**src/rtl/apu_pkg.sv**
```systemverilog
// Shared APU timing constants and frame sequencer types.
// Used by the frame counter and by the DMC/noise timing logic.
package apu_pkg;

    typedef enum logic {
        FRAME_4STEP = 1'b0,
        FRAME_5STEP = 1'b1
    } frame_mode_t;

    localparam int CNT_W = 16;

    // CPU-cycle positions of the sequencer steps within one frame
    localparam logic [CNT_W-1:0] Q1_CYC  = 16'd7457;
    localparam logic [CNT_W-1:0] Q2_CYC  = 16'd14913;
    localparam logic [CNT_W-1:0] Q3_CYC  = 16'd22371;
    localparam logic [CNT_W-1:0] Q4_CYC4 = 16'd29829;
    localparam logic [CNT_W-1:0] Q4_CYC5 = 16'd37281;
    localparam logic [CNT_W-1:0] IRQ_PRE_CYC = Q4_CYC4 - 16'd1;

    // $4017 write-to-reset latency, chosen by CPU cycle parity at the write
    localparam int              WR_DLY_W      = 3;
    localparam logic [WR_DLY_W-1:0] WR_DELAY_EVEN = 3'd3;
    localparam logic [WR_DLY_W-1:0] WR_DELAY_ODD  = 3'd4;

endpackage

```
**src/rtl/frame_write_delay.sv**
```systemverilog
// CPU cycle parity and the delayed sequencer reset that follows a $4017 write.
// seq_reset is high in the last cycle of the countdown; cyc clears on the following edge.
module frame_write_delay
    import apu_pkg::*;
(
    input  logic cpu_clk,
    input  logic rst,
    input  logic reg_write,
    output logic seq_reset
);

    logic                parity;
    logic [WR_DLY_W-1:0] cnt;

    always_ff @(posedge cpu_clk or posedge rst) begin
        if (rst) begin
            parity <= 1'b0;
            cnt    <= '0;
        end else begin
            parity <= ~parity;
            if (reg_write)
                cnt <= parity ? WR_DELAY_ODD : WR_DELAY_EVEN;
            else if (cnt != '0)
                cnt <= cnt - 1'b1;
        end
    end

    // A write landing on the expiry cycle restarts the delay instead of firing
    assign seq_reset = (cnt == 3'd1) && !reg_write;

endmodule

```
**src/rtl/apu_frame_counter.sv**
```systemverilog
// NES APU frame sequencer ($4017): quarter/half-frame pulses and frame IRQ.
// Define APU_FRAME_IRQ_EN to build the IRQ flag; otherwise frame_irq is tied 0.
module apu_frame_counter
    import apu_pkg::*;
(
    input  logic       cpu_clk,
    input  logic       rst,
    input  logic       reg_write,
    input  logic [7:0] reg_wdata,
    input  logic       status_read,
    output logic       quarter_frame,
    output logic       half_frame,
    output logic       frame_irq,
    output logic       mode_5step
);

    frame_mode_t      mode;
    logic [CNT_W-1:0] cyc;
    logic [CNT_W-1:0] last_cyc;
    logic             seq_reset;
    logic             q_hit;
    logic             h_hit;
    logic             forced;

    frame_write_delay u_wr_delay (
        .cpu_clk   (cpu_clk),
        .rst       (rst),
        .reg_write (reg_write),
        .seq_reset (seq_reset)
    );

    assign last_cyc   = (mode == FRAME_5STEP) ? Q4_CYC5 : Q4_CYC4;
    assign mode_5step = (mode == FRAME_5STEP);
    assign forced     = seq_reset && (mode == FRAME_5STEP);

    always_comb begin
        q_hit = (cyc == Q1_CYC) || (cyc == Q2_CYC) || (cyc == Q3_CYC) || (cyc == last_cyc);
        h_hit = (cyc == Q2_CYC) || (cyc == last_cyc);
    end

    always_ff @(posedge cpu_clk or posedge rst) begin
        if (rst) begin
            mode          <= FRAME_4STEP;
            cyc           <= '0;
            quarter_frame <= 1'b0;
            half_frame    <= 1'b0;
        end else begin
            if (reg_write)
                mode <= frame_mode_t'(reg_wdata[7]);
            // >= also recovers if a mode switch leaves cyc beyond the 4-step end
            if (seq_reset || cyc >= last_cyc)
                cyc <= '0;
            else
                cyc <= cyc + 1'b1;
            quarter_frame <= q_hit || forced;
            half_frame    <= h_hit || forced;
        end
    end

    logic unused_wdata;
    assign unused_wdata = ^reg_wdata[5:0];

`ifdef APU_FRAME_IRQ_EN
    logic inhibit;
    logic wrapped;
    logic irq_set;

    // A write selecting 5-step blocks a set on its own edge as well
    assign irq_set = (mode == FRAME_4STEP) && !(reg_write && reg_wdata[7]) &&
                     ((cyc == IRQ_PRE_CYC) || (cyc == Q4_CYC4) || ((cyc == '0) && wrapped));

    always_ff @(posedge cpu_clk or posedge rst) begin
        if (rst) begin
            inhibit   <= 1'b0;
            wrapped   <= 1'b0;
            frame_irq <= 1'b0;
        end else begin
            if (reg_write)
                inhibit <= reg_wdata[6];
            // Only a natural wrap arms the cyc==0 set; a write-reset does not
            wrapped <= (mode == FRAME_4STEP) && (cyc == Q4_CYC4) && !seq_reset;
            if (inhibit)
                frame_irq <= 1'b0;
            else if (irq_set)
                frame_irq <= 1'b1;
            else if (status_read)
                frame_irq <= 1'b0;
        end
    end
`else
    logic unused_irq_inputs;
    assign unused_irq_inputs = status_read ^ reg_wdata[6];
    assign frame_irq = 1'b0;
`endif

endmodule

```
**config.mk**
```make
export PLATFORM = sky130hd
export DESIGN_NAME = apu_frame_counter
export DESIGN_NICKNAME = d
export VERILOG_FILES = /design/src/rtl/apu_pkg.sv /design/src/rtl/frame_write_delay.sv /design/src/rtl/apu_frame_counter.sv
export SDC_FILE = /design/constraint.sdc
export NUM_CORES = 1
export LEC_CHECK = 0
export BUFFER_PORTS_ARGS = -buffer_cell sky130_fd_sc_hd__buf_2
export CAP_MARGIN = 20
export CORE_ASPECT_RATIO = 0.6
export CORE_MARGIN = 8
export CORE_UTILIZATION = 26
export CTS_CLUSTER_DIAMETER = 100
export DETAILED_ROUTE_END_ITERATION = 6
export PLACE_DENSITY = 0.45
export SYNTH_ARGS = -nofsm -noshare
export SYNTH_HDL_FRONTEND = slang
export SYNTH_HIERARCHICAL = 1
export SYNTH_SLANG_ARGS = --single-unit
```
**constraint.sdc**
```tcl
create_clock -name cpu_clk -period 6.35 [get_ports cpu_clk]
set_clock_uncertainty 0.2 [all_clocks]
set_input_delay 0.635 -clock cpu_clk [delete_from_list [all_inputs] [get_ports cpu_clk]]
set_output_delay 0.635 -clock cpu_clk [all_outputs]
set_load 0.02 [all_outputs]
```
==> results.yml, run 1 <==
layout:
  drive_above_1_share_pct: 8.81
  diodes: 0
  stdcell_count: 239
  final_common_cell: "dfrtp_1"
  final_nets: 185
  layout_common_cells: "23 x dfrtp_1, 16 x nor4_1, 13 x ha_1, 10 x inv_1"
  areaGrowthSynthToFinish_pct: 10.4
floorplanning:
  io_pins: 16
  start_util_pct: 26.9
  die_h_um: 75.0
  fp-row-count: 21
  core-area_sq_um: 5600
  dieWidth_um: 114
  die_area_sq_um: 8570
setup_path:
  endpoint_kind: "flip-flop"
  crit_type: "flip-flop to flip-flop"
  r2r_slack_ns: 3.90
  critPathMaxFanout: 16
  required_ns: 6.27
  rr_endpoint: "cyc[13]$_DFF_PP0_"
  rr_worst_depth: 7
  cp-start-kind: "flip-flop"
  path_cells: "inv_1, ha_1, nor4bb_1, nand3_1, a21boi_1, buf_4, a2111oi_0"
  max_stage_delay_ns: 0.49
  worstReg2RegStart: "mode_5step$_DFFE_PP0P_"
  slowest_stage: "nor4bb_1"
  arrival_ns: 2.37
  crit_start: "mode_5step$_DFFE_PP0P_"
global_routing:
  top_usage_layer: "met1"
  met3_usage_pct: 3.04
  grt-ovfl-total: 0
  grt_pass1_vias: 1164
  antenna_found_initial: 0
  gr-usage-all-layers_pct: 9.30
  grt_pass1_wl_um: 6240
  use_met1_pct: 13.8
  grt_util_met2_pct: 12.5
  grt_max_degree: 20
clocking:
  cts_tree: "built"
  cts.clk_slew.worst_paths_ns: 0.08
  postCtsSetupBuffers: 0
  cts_inserted_buffers: 3
  htreeDepth: 1
  cts_resized: 0
  clk_path_buf_depth: 2
  cts_sinks: 23
  cts-root-buf: "clkbuf_8"
  cts_hold_buffers: 0
  clkLatencyLatePin_ns: 0.27
logic_synthesis:
  ys_types: 46
  synth_area_leaders: "dfrtp_1 38%, ha_1 11%, nor4_1 6.6%"
  netlist_area_sq_um: 1510
  synth_fp_nets: 179
  avgSynthCellArea_sq_um: 9.79
  yosys.area_share.xor_xnor_pct: 6.97
  synth_compound_area_share_pct: 9.63
  synth_seq_cells: 23
  yosysWarningCount: 6
  synth_top_family_by_area: "simple AND/OR/NAND/NOR gates"
  synthSimpleGateAreaFrac_pct: 29.5
  syn_inst: 154
  synth_fa_ha_area_share_pct: 10.8
  ys_seq_area_share_pct: 38.2
  synth-edff-count: 0
  synth_top_area_share_pct: 38.2
  synthMuxAreaShare_pct: 0
  synth_top_cell_by_area: "dfrtp_1"
  synthFlopType: "dfrtp_1"
  synth_async_sr_flop_share_pct: 100
timing:
  relSlewSlack_pct: 49.8
  slew_violations: 0
  finalSetupTns_ns: 0
  period_minus_slack_ns: 2.45
  rsz0062_at_grt: "no"
  setup_viol: 0
  fmax_mhz: 408
  finalCritPeriodShare_pct: 38.6
  tightest_slew_ns: 0.753
  report.final.hold_viol_count: 0
power_and_ir_drop:
  power_density_nw_per_um2: 269
  leakage_nw: 0.719
  vdd_drop_max_mv: 0.0757
drt:
  dr.pass1.iters: 4
  routed-via-count: 1176
  routed_wl_um: 3520
  ant_nets: 0
  drt-initial-drc-count: 68
  wl_per_cell_um: 14.7
  routed_via_density: 4.92
  drc: 0
outcome:
  status: "completed"
hold_path:
  min_path_type: "input pin to asynchronous set/reset pin"
placement:
  dp_hpwl_um: 2570
  place_congestion: 0.737
  port_buffers: 6
  dp.cells: 235
run:
  drv_cap: 0
-- synthesized netlist by cell type (all sizes together), types with 2 or more instances --
cell     instances
or4              3
ha              13
o31ai            2
and4b            2
nand2            8
nor2             4
buf              4
clkbuf           3
nor4b            2
nor3b            2
xnor2            8
nand4            3
nor3             3
a2111oi          2
nand4bb          2
o21ai            3
xor2             4
nor4            16
a21oi            2
dfrtp           23
inv             10
and2             2
nor2b            3
or3              2
nor4bb           2
and3             2
a211o            2
nand3            9
-- metal layers --
metal	wire (um)	share of wire, %
met1	1940	55
met4	19	0.54
met5	0	0
met2	1360	39
met3	193	5.5
-- worst max path at each step --
stage / to / cells after the start
final: cyc[13]$_DFF_PP0_ / 7
after global routing: cyc[13]$_DFF_PP0_ / 7
after CTS: cyc[13]$_DFF_PP0_ / 7
after detailed placement: cyc[13]$_DFF_PP0_ / 7
after global placement: cyc[13]$_DFF_PP0_ / 7
after floorplan: cyc[10]$_DFF_PP0_ / 7
-- state kept, by name (all words and copies together), names as in the netlist --
register           flops
cyc                   16
half_frame             1
mode_5step             1
quarter_frame          1
u_wr_delay/cnt         3
u_wr_delay/parity      1
-- through the flow --
stage                     utilization, %  hold WS, ns  power, mW  setup WS [ns]  instance area [sq um]
after floorplan                        -        0.186      0.319           3.79                   1510
after global placement              28.9        0.196      0.352           3.96                   1620
after detailed placement            28.9        0.207      0.357           3.92                   1620
after CTS                           29.7       0.0532      0.454           3.89                   1660
after global routing                29.7       0.0543      0.487           3.69                   1660
final                               29.7       0.0600      0.448           3.90                   1660
-- cell families after synthesis --
group | after synthesis
adder cells (fa/ha/maj) | 13
AO/OA/AOI/OAI | 19
flip-flops | 23
XOR/XNOR | 12
other | 1
AND/OR/NAND/NOR | 69
buffers and inverters | 17
-- worst max-delay path, delay by kind of cell, from the launching register on --
family	cells	cell delay [ns]
and+or+nand+nor	2	0.62
adders and majority gates	1	0.32
AOI/OAI and AO/OA	2	0.29
buffers and inverters	2	0.38
DFF	1	0.48
-- report_power, final --
group	leakage, nW	switching [mW]	internal (mW)	total (mW)
clock	0.0228	0.0486	0.0448	0.0935
combinational	0.401	0.0675	0.0642	0.132
sequential	0.296	0.0503	0.172	0.222
total	0.719	0.166	0.281	0.448
-- cell type report --
| type | count | area, sq um |
|---|---|---|
| flip-flops and latches | 23 | 576 |
| multi-input cells | 114 | 861 |
| inverters | 10 | 37.5 |
| clock buffers | 4 | 45.0 |
| fillers | 593 | 3930 |
| repair buffers | 8 | 45.0 |
| well taps | 80 | 100 |
No activity file was read; power rests on OpenSTA's default activity.
==> run 2: changes to the inputs <==
==> constraint.sdc (replaced) <==
create_clock -name cpu_clk -period 2.55 [get_ports cpu_clk]
set_clock_uncertainty 0.2 [all_clocks]
set_input_delay 0.255 -clock cpu_clk [delete_from_list [all_inputs] [get_ports cpu_clk]]
set_output_delay 0.255 -clock cpu_clk [all_outputs]
set_load 0.02 [all_outputs]
==> run 2 against run 1 <==
Compared with the run above:
- sequential power grew 130%
- die area is the same
- clock power grew to 2.5 times the previous value
- critical path depth shrank 3
- global-route usage grew 0.27 points
- critical path type unchanged
- largest power group unchanged
==> results.yml, run 2 (synthesis results as in run 1) <==
outcome:
  status: "completed"
floorplanning:
  die_area_sq_um: 8570
  die_h_um: 75.0
  dieWidth_um: 114
  start_util_pct: 26.9
  io_pins: 16
  core-area_sq_um: 5600
  fp-row-count: 21
run:
  drv_cap: 0
layout:
  largestRegisters: "cyc (16), u_wr_delay/cnt (3)"
  layout_common_cells: "23 x dfrtp_1, 16 x nor4_1, 13 x ha_1, 10 x inv_1, 9 x buf_4"
  areaGrowthSynthToFinish_pct: 17.5
  diodes: 0
  final_common_cell: "dfrtp_1"
  regMostFlops: "cyc"
  final_nets: 195
  drive_above_1_share_pct: 15.4
  largest_reg_flops: 16
drt:
  drc: 0
  routed-via-count: 1198
  wl_per_cell_um: 15.0
  routed_via_density: 4.81
  routed_wl_um: 3730
  drt-initial-drc-count: 44
  ant_nets: 0
  dr.pass1.iters: 4
global_routing:
  antenna_found_initial: 0
  gr-usage-all-layers_pct: 9.58
  grt_pass1_vias: 1269
  grt_max_degree: 20
  grt_pass1_wl_um: 6440
  grt-ovfl-total: 0
timing:
  report.final.hold_viol_count: 0
  slew_violations: 0
  rsz0062_at_grt: "no"
  fin_ws_ns: 0.216
  fmax_mhz: 428
  finalCritPeriodShare_pct: 91.5
  finalSetupTns_ns: 0
  relSlewSlack_pct: 48.3
  setup_viol: 0
  tightest_slew_ns: 0.774
  period_minus_slack_ns: 2.33
setup_path:
  endpoint_kind: "flip-flop"
  path_cells: "nand3_4, or4_4, or3_1, a2111oi_2"
  rr_worst_depth: 4
  cp-start-kind: "flip-flop"
  arrival_ns: 2.29
  max_stage_delay_ns: 0.59
  critPathMaxFanout: 7
  required_ns: 2.51
  worstReg2RegStart: "cyc[5]$_DFF_PP0_"
  crit_buf_inv: 0
  crit_family: "simple AND/OR/NAND/NOR gates"
  rr_endpoint: "cyc[15]$_DFF_PP0_"
  crit_type: "flip-flop to flip-flop"
  slowest_stage: "or4_4"
  cp_num_cells: 4
  r2r_slack_ns: 0.22
clocking:
  htreeDepth: 1
  cts_sinks: 23
  cts-root-buf: "clkbuf_8"
  cts_inserted_buffers: 3
  clk_path_buf_depth: 2
  cts.clk_slew.worst_paths_ns: 0.09
  clkLatencyLatePin_ns: 0.27
  cts_tree: "built"
power_and_ir_drop:
  power_density_nw_per_um2: 666
  vdd_drop_max_mv: 0.217
  leakage_nw: 0.775
  total_power_mw: 1.18
hold_path:
  min_path_type: "input pin to flip-flop"
  hp-start: "reg_write"
  holdPathEnd: "mode_5step$_DFFE_PP0P_"
  holdPathStages: 2
placement:
  port_buffers: 6
  dp_hpwl_um: 2870
  place_ws_ns: 0.215
  place_congestion: 0.779
## run 2: repair_timing
action | CTS | global route
endpoints found under the hold margin | 24 | 0
hold buffers | 2 | 0
gates resized for setup | 0 | 1
buffers inserted | 0 | 0
setup endpoints to repair | 0 | 5
## run 2: final cells by class
cell class              count  area (sq um)
clock buffers               3          41.3
clock inverters             1          5.00
fillers                   575          3820
inverters                  10          37.5
multi-input cells         114           875
flip-flops and latches     23           576
well taps                  80           100
repair buffers             18           138
## run 2: metal layers
metal,global-route usage (%),vias to the layer above,part of all wire [%]
met5,0,-,0
met4,2.78,0,0.51
met3,2.56,2,2.9
met2,13.9,10,40
met1,13.5,585,56
li1,-,601,-
## run 2: power breakdown
| part | switching, mW | internal [mW] |
|---|---|---|
| Clock | 0.126 | 0.109 |
| Sequential | 0.0741 | 0.429 |
| Combinational | 0.241 | 0.201 |
## run 2: worst max-delay path by stage
stage | endpoint | slack, ns | start
6_report | cyc[15]$_DFF_PP0_ | 0.22 | cyc[5]$_DFF_PP0_
5_1_grt | cyc[13]$_DFF_PP0_ | 0.006 | mode_5step$_DFFE_PP0P_
4_1_cts | cyc[13]$_DFF_PP0_ | 0.20 | cyc[5]$_DFF_PP0_
3_5_place_dp | cyc[13]$_DFF_PP0_ | 0.21 | cyc[5]$_DFF_PP0_
3_3_place_gp | cyc[13]$_DFF_PP0_ | 0.24 | mode_5step$_DFFE_PP0P_
2_1_floorplan | cyc[10]$_DFF_PP0_ | 0.08 | mode_5step$_DFFE_PP0P_
## run 2: through the flow
stage	std cells	cell area [sq um]	hold slack, ns	util (%)
floorplan	154	1520	-0.179	-
global placement	243	1700	-0.0442	30.4
detailed placement	243	1700	-0.0429	30.4
CTS	249	1770	0.102	31.5
global route	249	1770	0.151	31.7
finish	249	1770	0.103	31.7
## run 2: worst register-to-register path: stages (launching register included)
cell and delay (ns):
dfrtp_1 0.56, nand3_4 0.16, or4_4 0.59, or3_1 0.38, a2111oi_2 0.34
==> run 3: changes to the inputs <==
--- a/config.mk
+++ b/config.mk
@@ -7,7 +7,7 @@
 export LEC_CHECK = 0
 export BUFFER_PORTS_ARGS = -buffer_cell sky130_fd_sc_hd__buf_2
 export CAP_MARGIN = 20
-export CORE_ASPECT_RATIO = 0.6
+export CORE_ASPECT_RATIO = 1.2
 export CORE_MARGIN = 8
 export CORE_UTILIZATION = 26
 export CTS_CLUSTER_DIAMETER = 100
==> run 3 against run 2 <==
Compared with the run above:
- fmax decreased by 1.8%
- utilization decreased by 0.79 points
- critical path depth up 3
- sequential cell count unchanged
- sequential power about the same
- die area down 0.81%
- highest routed layer unchanged
- register-to-register slack lost 0.04 ns
- count of clock-buffer cells in the layout increased by 1
- clock power about the same
- combinational power down 2%
- first-iteration DRC count grew 14%
==> results.yml, run 3 (synthesis results as in run 1) <==
timing:
  setup_viol: 0
  period_minus_slack_ns: 2.38
  timing.hold.ws_ns: 0.0755
  finalSetupTns_ns: 0
  report.final.hold_viol_count: 0
  relSlewSlack_pct: 49.0
  tightest_slew_ns: 0.764
  finalCritPeriodShare_pct: 93.2
  fmax_mhz: 421
  slew_violations: 0
  rsz0062_at_grt: "no"
setup_path:
  critPathMaxFanout: 16
  required_ns: 2.47
  crit_type: "flip-flop to flip-flop"
  slowest_stage: "nor4bb_1"
  path_cells: "inv_1, ha_1, nor4bb_1, nand3_1, a21boi_2, buf_4, a2111oi_0"
  arrival_ns: 2.29
  cp_num_cells: 7
  rr_worst_depth: 7
  crit_buf_inv: 2
  crit_family: "simple AND/OR/NAND/NOR gates"
  endpoint_kind: "flip-flop"
  max_stage_delay_ns: 0.48
  cp-start-kind: "flip-flop"
layout:
  drive_above_1_share_pct: 14.8
  areaGrowthSynthToFinish_pct: 15.3
  final_common_cell: "dfrtp_1"
  largestRegisters: "cyc (16), u_wr_delay/cnt (3)"
  layout_common_cells: "23 x dfrtp_1, 16 x nor4_1, 13 x ha_1, 10 x inv_1, 10 x buf_4"
  regMostFlops: "cyc"
  finish.utilization_pct: 30.9
  final_nets: 195
  diodes: 0
  largest_reg_flops: 16
power_and_ir_drop:
  vdd_drop_max_mv: 0.381
  p_clk_share_pct: 19.9
  p_seq_share_pct: 42.8
  power.internal_mw: 0.741
  power_density_nw_per_um2: 672
  swShare_pct: 36.5
  power.switching_mw: 0.426
  p_comb_share_pct: 37.2
  leakage_nw: 0.770
run:
  drv_cap: 0
floorplanning:
  dieWidth_um: 85.5
  start_util_pct: 26.8
  io_pins: 16
  die_area_sq_um: 8500
  core-area_sq_um: 5630
  fp-row-count: 30
  die_h_um: 99.4
clocking:
  htreeDepth: 1
  clkLatencyLatePin_ns: 0.27
  cts_sinks: 23
  clk_path_buf_depth: 2
  cts-root-buf: "clkbuf_8"
  cts.clk_slew.worst_paths_ns: 0.09
  cts_inserted_buffers: 3
  cts_tree: "built"
drt:
  routed-via-count: 1250
  ant_nets: 0
  dr.pass1.iters: 4
  drc: 0
  wl_per_cell_um: 15.6
  routed_wl_um: 3650
  routed_via_density: 5.36
  drt-initial-drc-count: 50
global_routing:
  grt_pass1_vias: 1323
  grt_max_degree: 20
  antenna_found_initial: 0
  grt-ovfl-total: 0
  grt_pass1_wl_um: 6530
  gr-usage-all-layers_pct: 9.39
hold_path:
  min_path_type: "input pin to flip-flop"
  holdPathStages: 2
placement:
  port_buffers: 6
  place_congestion: 0.783
  dp_hpwl_um: 2700
outcome:
  status: "completed"
## run 3: layout make-up
cell class | instances | area [sq um]
clock buffers | 4 | 45.0
repair buffers | 18 | 125
multi-input cells | 114 | 875
well taps | 64 | 80.1
inverters | 10 | 37.5
fillers | 579 | 3890
flip-flops and latches | 23 | 576
## run 3: through the flow
stage               std cells  area (sq um)  setup slack (ns)  power, mW
detailed placement        227          1670             0.209      0.937
finish                    233          1740             0.173       1.17
floorplan                 154          1520            0.0754      0.795
CTS                       233          1730             0.161       1.18
global placement          227          1670             0.244      0.922
global route              233          1740            0.0321       1.27
## run 3: timing repair
item,in CTS,in global routing
resized for setup,0,1
setup buffers,0,0
endpoints found under the setup margin,0,1
hold endpoints to repair,24,0
hold buffers,2,0
## run 3: worst paths after layout
| kind | startpoint | slack [ns] | to |
|---|---|---|---|
| setup / recovery | mode_5step$_DFFE_PP0P_ | 0.17 | cyc[13]$_DFF_PP0_ |
| setup reg to reg | mode_5step$_DFFE_PP0P_ | 0.17 | cyc[13]$_DFF_PP0_ |
| hold reg to reg | u_wr_delay/parity$_DFF_PP0_ | 0.22 | u_wr_delay/parity$_DFF_PP0_ |
| min in group asynchronous | rst | 0.20 | u_wr_delay/parity$_DFF_PP0_ |
| hold / removal | reg_write | 0.08 | mode_5step$_DFFE_PP0P_ |
| max in group asynchronous | rst | 1.20 | cyc[5]$_DFF_PP0_ |
## run 3: power groups by stage
stage,Sequential (mW),Combinational (mW),Clock (mW)
2_1_floorplan,0.505,0.290,0
3_3_place_gp,0.503,0.418,0
3_5_place_dp,0.507,0.430,0
4_1_cts,0.499,0.437,0.240
5_1_grt,0.514,0.492,0.259
6_report,0.500,0.435,0.233
## run 3: per-layer routing
layer,vias to the layer above,wire length (um),global-route usage [%]
met1,628,1690,11.6
met4,0,43,2.57
met5,-,0,0
li1,603,-,-
met3,4,93,1.65
met2,15,1820,16.1
